## config.mk

```make
export PLATFORM = sky130hd
export DESIGN_NAME = icb_nmms_bus
export DESIGN_NICKNAME = d
export VERILOG_FILES = /design/src/rtl/icb_nmms_bus.sv
export SDC_FILE = /design/constraint.sdc
export NUM_CORES = 1
export LEC_CHECK = 0
export BUFFER_PORTS_ARGS = -buffer_cell sky130_fd_sc_hd__buf_4
export CORE_AREA = 2 2 223 225
export CTS_CLUSTER_DIAMETER = 80
export CTS_CLUSTER_SIZE = 12
export DETAILED_ROUTE_END_ITERATION = 10
export DIE_AREA = 0 0 225 227
export SYNTH_ARGS = -nofsm -noshare
export SYNTH_HDL_FRONTEND = slang
export SYNTH_SLANG_ARGS = --single-unit
```

## constraint.sdc

```tcl
create_clock -name clk -period 3.3 [get_ports clk]
set_input_delay 0.33 -clock clk [delete_from_list [all_inputs] [get_ports clk]]
set_output_delay 0.33 -clock clk [all_outputs]
set_load 0.1 [all_outputs]
```

## src/rtl/icb_nmms_bus.sv

```systemverilog
// icb_nmms_bus: N-master / M-slave ICB interconnect with round-robin arbitration, decode-miss and accept-timeout errors.
// Latency: 1 arbitration cycle, then cmd and rsp pass combinationally; 3 cycles minimum, one transaction outstanding.
// Backpressure: slave cmd_ready and master rsp_ready pass straight through to the granted pair; everyone else sees 0.
module icb_nmms_bus #(
    parameter int M_NUM   = 2,
    parameter int S_NUM   = 8,
    parameter int AW      = 32,
    parameter int DW      = 32,
    parameter int SEL_MSB = 31,
    parameter int SEL_LSB = 28,
    parameter int TMO     = 255
) (
    input  logic                   clk,
    input  logic                   rst,
    input  logic [M_NUM-1:0]       m_icb_cmd_valid,
    output logic [M_NUM-1:0]       m_icb_cmd_ready,
    input  logic [M_NUM*AW-1:0]    m_icb_cmd_addr,
    input  logic [M_NUM-1:0]       m_icb_cmd_read,
    input  logic [M_NUM*DW-1:0]    m_icb_cmd_wdata,
    input  logic [M_NUM*DW/8-1:0]  m_icb_cmd_wmask,
    output logic [M_NUM-1:0]       m_icb_rsp_valid,
    input  logic [M_NUM-1:0]       m_icb_rsp_ready,
    output logic [M_NUM-1:0]       m_icb_rsp_err,
    output logic [M_NUM*DW-1:0]    m_icb_rsp_rdata,
    output logic [S_NUM-1:0]       s_icb_cmd_valid,
    input  logic [S_NUM-1:0]       s_icb_cmd_ready,
    output logic [AW-1:0]          s_icb_cmd_addr,
    output logic                   s_icb_cmd_read,
    output logic [DW-1:0]          s_icb_cmd_wdata,
    output logic [DW/8-1:0]        s_icb_cmd_wmask,
    input  logic [S_NUM-1:0]       s_icb_rsp_valid,
    output logic [S_NUM-1:0]       s_icb_rsp_ready,
    input  logic [S_NUM-1:0]       s_icb_rsp_err,
    input  logic [S_NUM*DW-1:0]    s_icb_rsp_rdata,
    output logic                   bus_busy,
    output logic                   tmo_pulse
);

    localparam int MW = (M_NUM > 1) ? $clog2(M_NUM) : 1;
    localparam int SW = SEL_MSB - SEL_LSB + 1;
    localparam int TW = (TMO > 0) ? $clog2(TMO + 1) : 1;
    localparam int BW = DW / 8;

    typedef enum logic [2:0] {ST_IDLE, ST_CMD, ST_RSP, ST_DERR, ST_ERSP} state_t;

    state_t          state, state_nxt;
    logic [MW-1:0]   gnt, gnt_nxt, rr_ptr, rr_nxt, gnt_inc;
    logic [SW-1:0]   sel, sel_nxt;
    logic [TW-1:0]   timer;

    logic            arb_hit;
    logic [MW-1:0]   arb_idx;
    logic [SW-1:0]   arb_sel;
    logic            sel_ok;
    logic            tmo_hit;

    logic            g_valid, g_read, g_rsp_ready;
    logic [AW-1:0]   g_addr;
    logic [DW-1:0]   g_wdata;
    logic [BW-1:0]   g_wmask;
    logic            sl_cmd_ready, sl_rsp_valid, sl_rsp_err;
    logic [DW-1:0]   sl_rsp_rdata;

    // Round-robin pick: first requester at or above rr_ptr, otherwise first requester from 0 (wrap).
    always_comb begin
        arb_hit = 1'b0;
        arb_idx = '0;
        for (int m = 0; m < M_NUM; m++) begin
            if (!arb_hit && m_icb_cmd_valid[m] && (MW'(m) >= rr_ptr)) begin
                arb_hit = 1'b1;
                arb_idx = MW'(m);
            end
        end
        for (int m = 0; m < M_NUM; m++) begin
            if (!arb_hit && m_icb_cmd_valid[m]) begin
                arb_hit = 1'b1;
                arb_idx = MW'(m);
            end
        end
        arb_sel = '0;
        for (int m = 0; m < M_NUM; m++) begin
            if (arb_idx == MW'(m)) arb_sel = m_icb_cmd_addr[m*AW + SEL_LSB +: SW];
        end
        sel_ok = (32'(arb_sel) < 32'(S_NUM));
    end

    // Mux out the granted master's command and response-ready, and the selected slave's signals.
    always_comb begin
        g_valid     = 1'b0;
        g_read      = 1'b0;
        g_addr      = '0;
        g_wdata     = '0;
        g_wmask     = '0;
        g_rsp_ready = 1'b0;
        for (int m = 0; m < M_NUM; m++) begin
            if (gnt == MW'(m)) begin
                g_valid     = m_icb_cmd_valid[m];
                g_read      = m_icb_cmd_read[m];
                g_addr      = m_icb_cmd_addr[m*AW +: AW];
                g_wdata     = m_icb_cmd_wdata[m*DW +: DW];
                g_wmask     = m_icb_cmd_wmask[m*BW +: BW];
                g_rsp_ready = m_icb_rsp_ready[m];
            end
        end
        sl_cmd_ready = 1'b0;
        sl_rsp_valid = 1'b0;
        sl_rsp_err   = 1'b0;
        sl_rsp_rdata = '0;
        for (int s = 0; s < S_NUM; s++) begin
            if (sel == SW'(s)) begin
                sl_cmd_ready = s_icb_cmd_ready[s];
                sl_rsp_valid = s_icb_rsp_valid[s];
                sl_rsp_err   = s_icb_rsp_err[s];
                sl_rsp_rdata = s_icb_rsp_rdata[s*DW +: DW];
            end
        end
    end

    // Timeout fires on the CMD cycle where the timer has counted TMO cycles; TMO=0 never fires.
    assign tmo_hit = (TMO != 0) && (state == ST_CMD) && (timer == TW'(TMO));
    assign gnt_inc = (gnt == MW'(M_NUM - 1)) ? '0 : gnt + 1'b1;

    // State register with grant, slave select and round-robin pointer.
    always_ff @(posedge clk) begin
        if (rst) begin
            state  <= ST_IDLE;
            gnt    <= '0;
            sel    <= '0;
            rr_ptr <= '0;
        end else begin
            state  <= state_nxt;
            gnt    <= gnt_nxt;
            sel    <= sel_nxt;
            rr_ptr <= rr_nxt;
        end
    end

    // Accept timer: counts CMD cycles, saturates at TMO, cleared outside CMD.
    always_ff @(posedge clk) begin
        if (rst || state != ST_CMD) timer <= '0;
        else if (timer != TW'(TMO)) timer <= timer + 1'b1;
    end

    // Next-state logic: arbitrate in IDLE, advance on handshakes, pointer moves past the finished master.
    always_comb begin
        state_nxt = state;
        gnt_nxt   = gnt;
        sel_nxt   = sel;
        rr_nxt    = rr_ptr;
        case (state)
            ST_IDLE: begin
                if (arb_hit) begin
                    gnt_nxt   = arb_idx;
                    sel_nxt   = arb_sel;
                    state_nxt = sel_ok ? ST_CMD : ST_DERR;
                end
            end
            ST_CMD: begin
                if (tmo_hit) state_nxt = ST_ERSP;
                else if (g_valid && sl_cmd_ready) state_nxt = ST_RSP;
            end
            ST_RSP: begin
                if (sl_rsp_valid && g_rsp_ready) begin
                    rr_nxt    = gnt_inc;
                    state_nxt = ST_IDLE;
                end
            end
            ST_DERR: state_nxt = ST_ERSP;
            ST_ERSP: begin
                if (g_rsp_ready) begin
                    rr_nxt    = gnt_inc;
                    state_nxt = ST_IDLE;
                end
            end
            default: state_nxt = ST_IDLE;
        endcase
    end

    // Output logic: only the granted master and selected slave ever see non-zero signals.
    always_comb begin
        m_icb_cmd_ready = '0;
        m_icb_rsp_valid = '0;
        m_icb_rsp_err   = '0;
        m_icb_rsp_rdata = '0;
        s_icb_cmd_valid = '0;
        s_icb_cmd_addr  = '0;
        s_icb_cmd_read  = 1'b0;
        s_icb_cmd_wdata = '0;
        s_icb_cmd_wmask = '0;
        s_icb_rsp_ready = '0;
        bus_busy        = (state != ST_IDLE);
        tmo_pulse       = tmo_hit;
        case (state)
            ST_CMD: begin
                s_icb_cmd_addr  = g_addr;
                s_icb_cmd_read  = g_read;
                s_icb_cmd_wdata = g_wdata;
                s_icb_cmd_wmask = g_wmask;
                for (int s = 0; s < S_NUM; s++)
                    if (sel == SW'(s)) s_icb_cmd_valid[s] = g_valid && !tmo_hit;
                for (int m = 0; m < M_NUM; m++)
                    if (gnt == MW'(m)) m_icb_cmd_ready[m] = tmo_hit || sl_cmd_ready;
            end
            ST_RSP: begin
                for (int m = 0; m < M_NUM; m++) begin
                    if (gnt == MW'(m)) begin
                        m_icb_rsp_valid[m]          = sl_rsp_valid;
                        m_icb_rsp_err[m]            = sl_rsp_err;
                        m_icb_rsp_rdata[m*DW +: DW] = sl_rsp_rdata;
                    end
                end
                for (int s = 0; s < S_NUM; s++)
                    if (sel == SW'(s)) s_icb_rsp_ready[s] = g_rsp_ready;
            end
            ST_DERR: begin
                for (int m = 0; m < M_NUM; m++)
                    if (gnt == MW'(m)) m_icb_cmd_ready[m] = 1'b1;
            end
            ST_ERSP: begin
                for (int m = 0; m < M_NUM; m++) begin
                    if (gnt == MW'(m)) begin
                        m_icb_rsp_valid[m] = 1'b1;
                        m_icb_rsp_err[m]   = 1'b1;
                    end
                end
            end
            default: ;
        endcase
    end

endmodule

```

==> results.json <==
{
  "tritoncts": "built",
  "grt_pass1_wl_mm": 47.6,
  "hp-class": "input pin to flip-flop",
  "synth.top_cell.area_share": 0.202,
  "grt_use_total": 0.127,
  "async_reset_ff_frac": 0,
  "dpl.hpwl_mm": 31.1,
  "post-route-drc-count": 0,
  "whs_endpoint": "state[2]",
  "syn_inst": 668,
  "ys_ff_latch": 17,
  "clkLatencyLatePin_ns": 0.26,
  "yosys_warnings": 0,
  "status": "completed",
  "power_per_cell_area_nw_per_um2": 718,
  "rsz0062_at_grt": "no",
  "relSlewSlack": 0.511,
  "whs_path_depth": 2,
  "regToRegStartpoint": "sel[0]",
  "synth-edff-count": 0,
  "finalNonFillerCells": 1847,
  "period_minus_slack_ns": 3.06,
  "worst_pin_slew_ns": 0.734,
  "grt_pass1_vias": 7432,
  "clock_path_buffers": 2,
  "finalCritPeriodShare": 0.927,
  "cp-end-kind": "output pin",
  "firstDrtPassIters": 4,
  "worstSetupPathType": "flip-flop to output pin",
  "synth_cell_types": 58,
  "clk_pin_slew_ns": 0.07,
  "antenna_found_initial": 14,
  "gp_congestion": 0.886,
  "worstPathRequired_ns": 2.97,
  "ys_top_cells_by_area": "mux2i_1, nor2_1, mux4_2",
  "wl_per_cell_microns": 19.3,
  "clock_skew_ns": 0.00986,
  "worstReg2RegEnd": "rr_ptr",
  "min-delay-start": "rst",
  "avgSynthCellArea_sq_um": 7.48,
  "start_util": 0.103,
  "grt_max_degree": 75,
  "placed_area_sq_um": 10000,
  "cts_made_buffers": 3,
  "die_height_microns": 227,
  "cp_max_fo": 74,
  "max_freq_mhz": 327,
  "overflow": 0,
  "finalSetupTns_ns": 0,
  "die_w_microns": 225,
  "routed_wl_mm": 35.7,
  "setup_viol": 0,
  "cts-root-buf": "clkbuf_16",
  "path_cells": "buf_12, mux2i_1, nor2_1, nand3_1, nor2_1, buf_4",
  "clock-sinks": 17,
  "nFillCells": 5371,
  "ant_nets": 0,
  "r2r_cells": 7,
  "synth.cell_area_sq_um": 4990,
  "vdd_drop_max_uv": 380,
  "h-tree-depth": 1,
  "dieArea_sq_um": 51100,
  "synth_seq_area_share": 0.0682,
  "core_area_sq_um": 48500,
  "io_buffers": 580,
  "area_growth_pct": 104,
  "slowest_delay_ns": 0.40,
  "rows": 81,
  "design_area_sq_um": 10200,
  "leakage_nw": 4.56,
  "yosys.area.top_type": "mux2i_1",
  "crit_top_cell": "nor2_1",
  "vias": 7520,
  "hold_violations": 0,
  "drt_first_iter_violations": 340,
  "dp_cells": 1832,
  "final_max_slew_viol_count": 0,
  "cp-startpoint": "gnt",
  "cap_violations": 0,
  "via_per_inst": 4.07,
  "synth_ff_type": "dfxtp_1",
  "critical_path.startpoint_type": "flip-flop",
  "crit_slowest_cell": "dfxtp_4",
  "io-pin-count": 581,
  "nNetsFinal": 1641,
  "layout-drive-gt1-share": 0.584,
  "synth_nets": 1093,
  "cp.arrival_ns": 2.73,
  "r2r_setup_slack_ns": 0.93
}
-- where the power goes --
| part | switching, W | internal (W) |
|---|---|---|
| logic | 0.00463 | 0.00197 |
| registers | 0.000190 | 0.000255 |
| clock network | 0.000103 | 0.000164 |
-- critical path: cells and delay by family (launching register included) --
kind | cells | cell delay, ns
and+or+nand+nor | 3 | 0.97
DFF | 1 | 0.40
buffers and inverters | 2 | 0.72
muxes | 1 | 0.30
-- registers in the layout, summed over array words and instances, names as in the netlist --
| name | count |
|---|---|
| timer | 8 |
| sel | 4 |
| state | 3 |
| gnt | 1 |
| rr_ptr | 1 |
-- kinds of logic (layout without fill, tap and decap cells) --
logic type	after synthesis	count (layout)	share of synthesized area
buffers and inverters	69	616	0.0799
xor gates and xnor gates	4	4	0.00702
DFF	17	17	0.0682
muxes	150	150	0.367
AOI/OAI and AO/OA	126	126	0.194
adders and majority gates	1	1	0.00251
and+or+nand+nor	301	301	0.281
other	0	10	0
-- layer usage --
layer | vias to the layer above | global-route usage | wire [microns]
met4 | 4 | 0.0421 | 1150
met2 | 437 | 0.229 | 17600
li1 | 3545 | - | -
met1 | 3490 | 0.149 | 14000
met5 | - | 0 | 26
met3 | 44 | 0.0267 | 2900
-- timing repair --
item / in CTS / in global routing
setup buffers: 0 / 1
setup endpoints to repair: 0 / 8
resized for setup: 0 / 3
endpoints found under the hold margin: 0 / 0
hold buffers: 0 / 0
-- worst max path at each step --
stage,to,slack [ns],cells after the start
after floorplan,m_icb_rsp_rdata[32],-0.26,5
after global placement,m_icb_rsp_err[1],0.40,6
after detailed placement,m_icb_rsp_err[1],0.33,6
after CTS,m_icb_rsp_err[1],0.04,6
after global routing,m_icb_cmd_ready[1],0.07,6
final,s_icb_rsp_ready[3],0.24,6
-- per-stage QoR --
step / utilization / power (W) / hold slack (ns) / setup WS, ns
detailed placement: 0.207 / 0.00702 / 0.491 / 0.333
CTS: 0.209 / 0.00729 / 0.317 / 0.0364
finish: 0.210 / 0.00731 / 0.315 / 0.243
global placement: 0.207 / 0.00697 / 0.488 / 0.395
global route: 0.210 / 0.00766 / 0.329 / 0.0658
floorplan: - / 0.00523 / 0.472 / -0.263
-- Yosys cell counts, drive strengths merged (4+ instances only) --
cell,instances
a2111oi,14
a211oi,7
a21oi,14
a22o,6
a22oi,7
a32oi,8
and2,48
buf,36
clkbuf,29
dfxtp,17
mux2,25
mux2i,101
mux4,24
nand2,35
nand2b,5
nand3,4
nor2,155
nor2b,9
nor3,23
o211ai,6
o21ai,26
o22ai,23
o31ai,6
or2,7
-- final cells by class --
type                    instances  area (sq um)  share of cell area
clock buffers                   3          75.1             0.00737
well taps                     622           778              0.0764
flip-flops and latches         17           357              0.0350
inverters                       4          15.0             0.00147
diodes                         10          25.0             0.00246
repair buffers                608          4610               0.452
clock inverters                 1          7.51            0.000737
multi-input cells             582          4320               0.424
-- cells in the final DEF (no fill, tap or decap), types with 21 or more instances in the layout --
cell / synthesis / layout
mux4_2: 24 / 24
o22ai_1: 22 / 22
buf_4: 3 / 604
mux2_2: 24 / 24
and2_1: 47 / 47
nor2_1: 153 / 152
o21ai_0: 21 / 21
nand2_1: 35 / 35
mux2i_1: 101 / 101
Power figures use the tool's default switching activity.
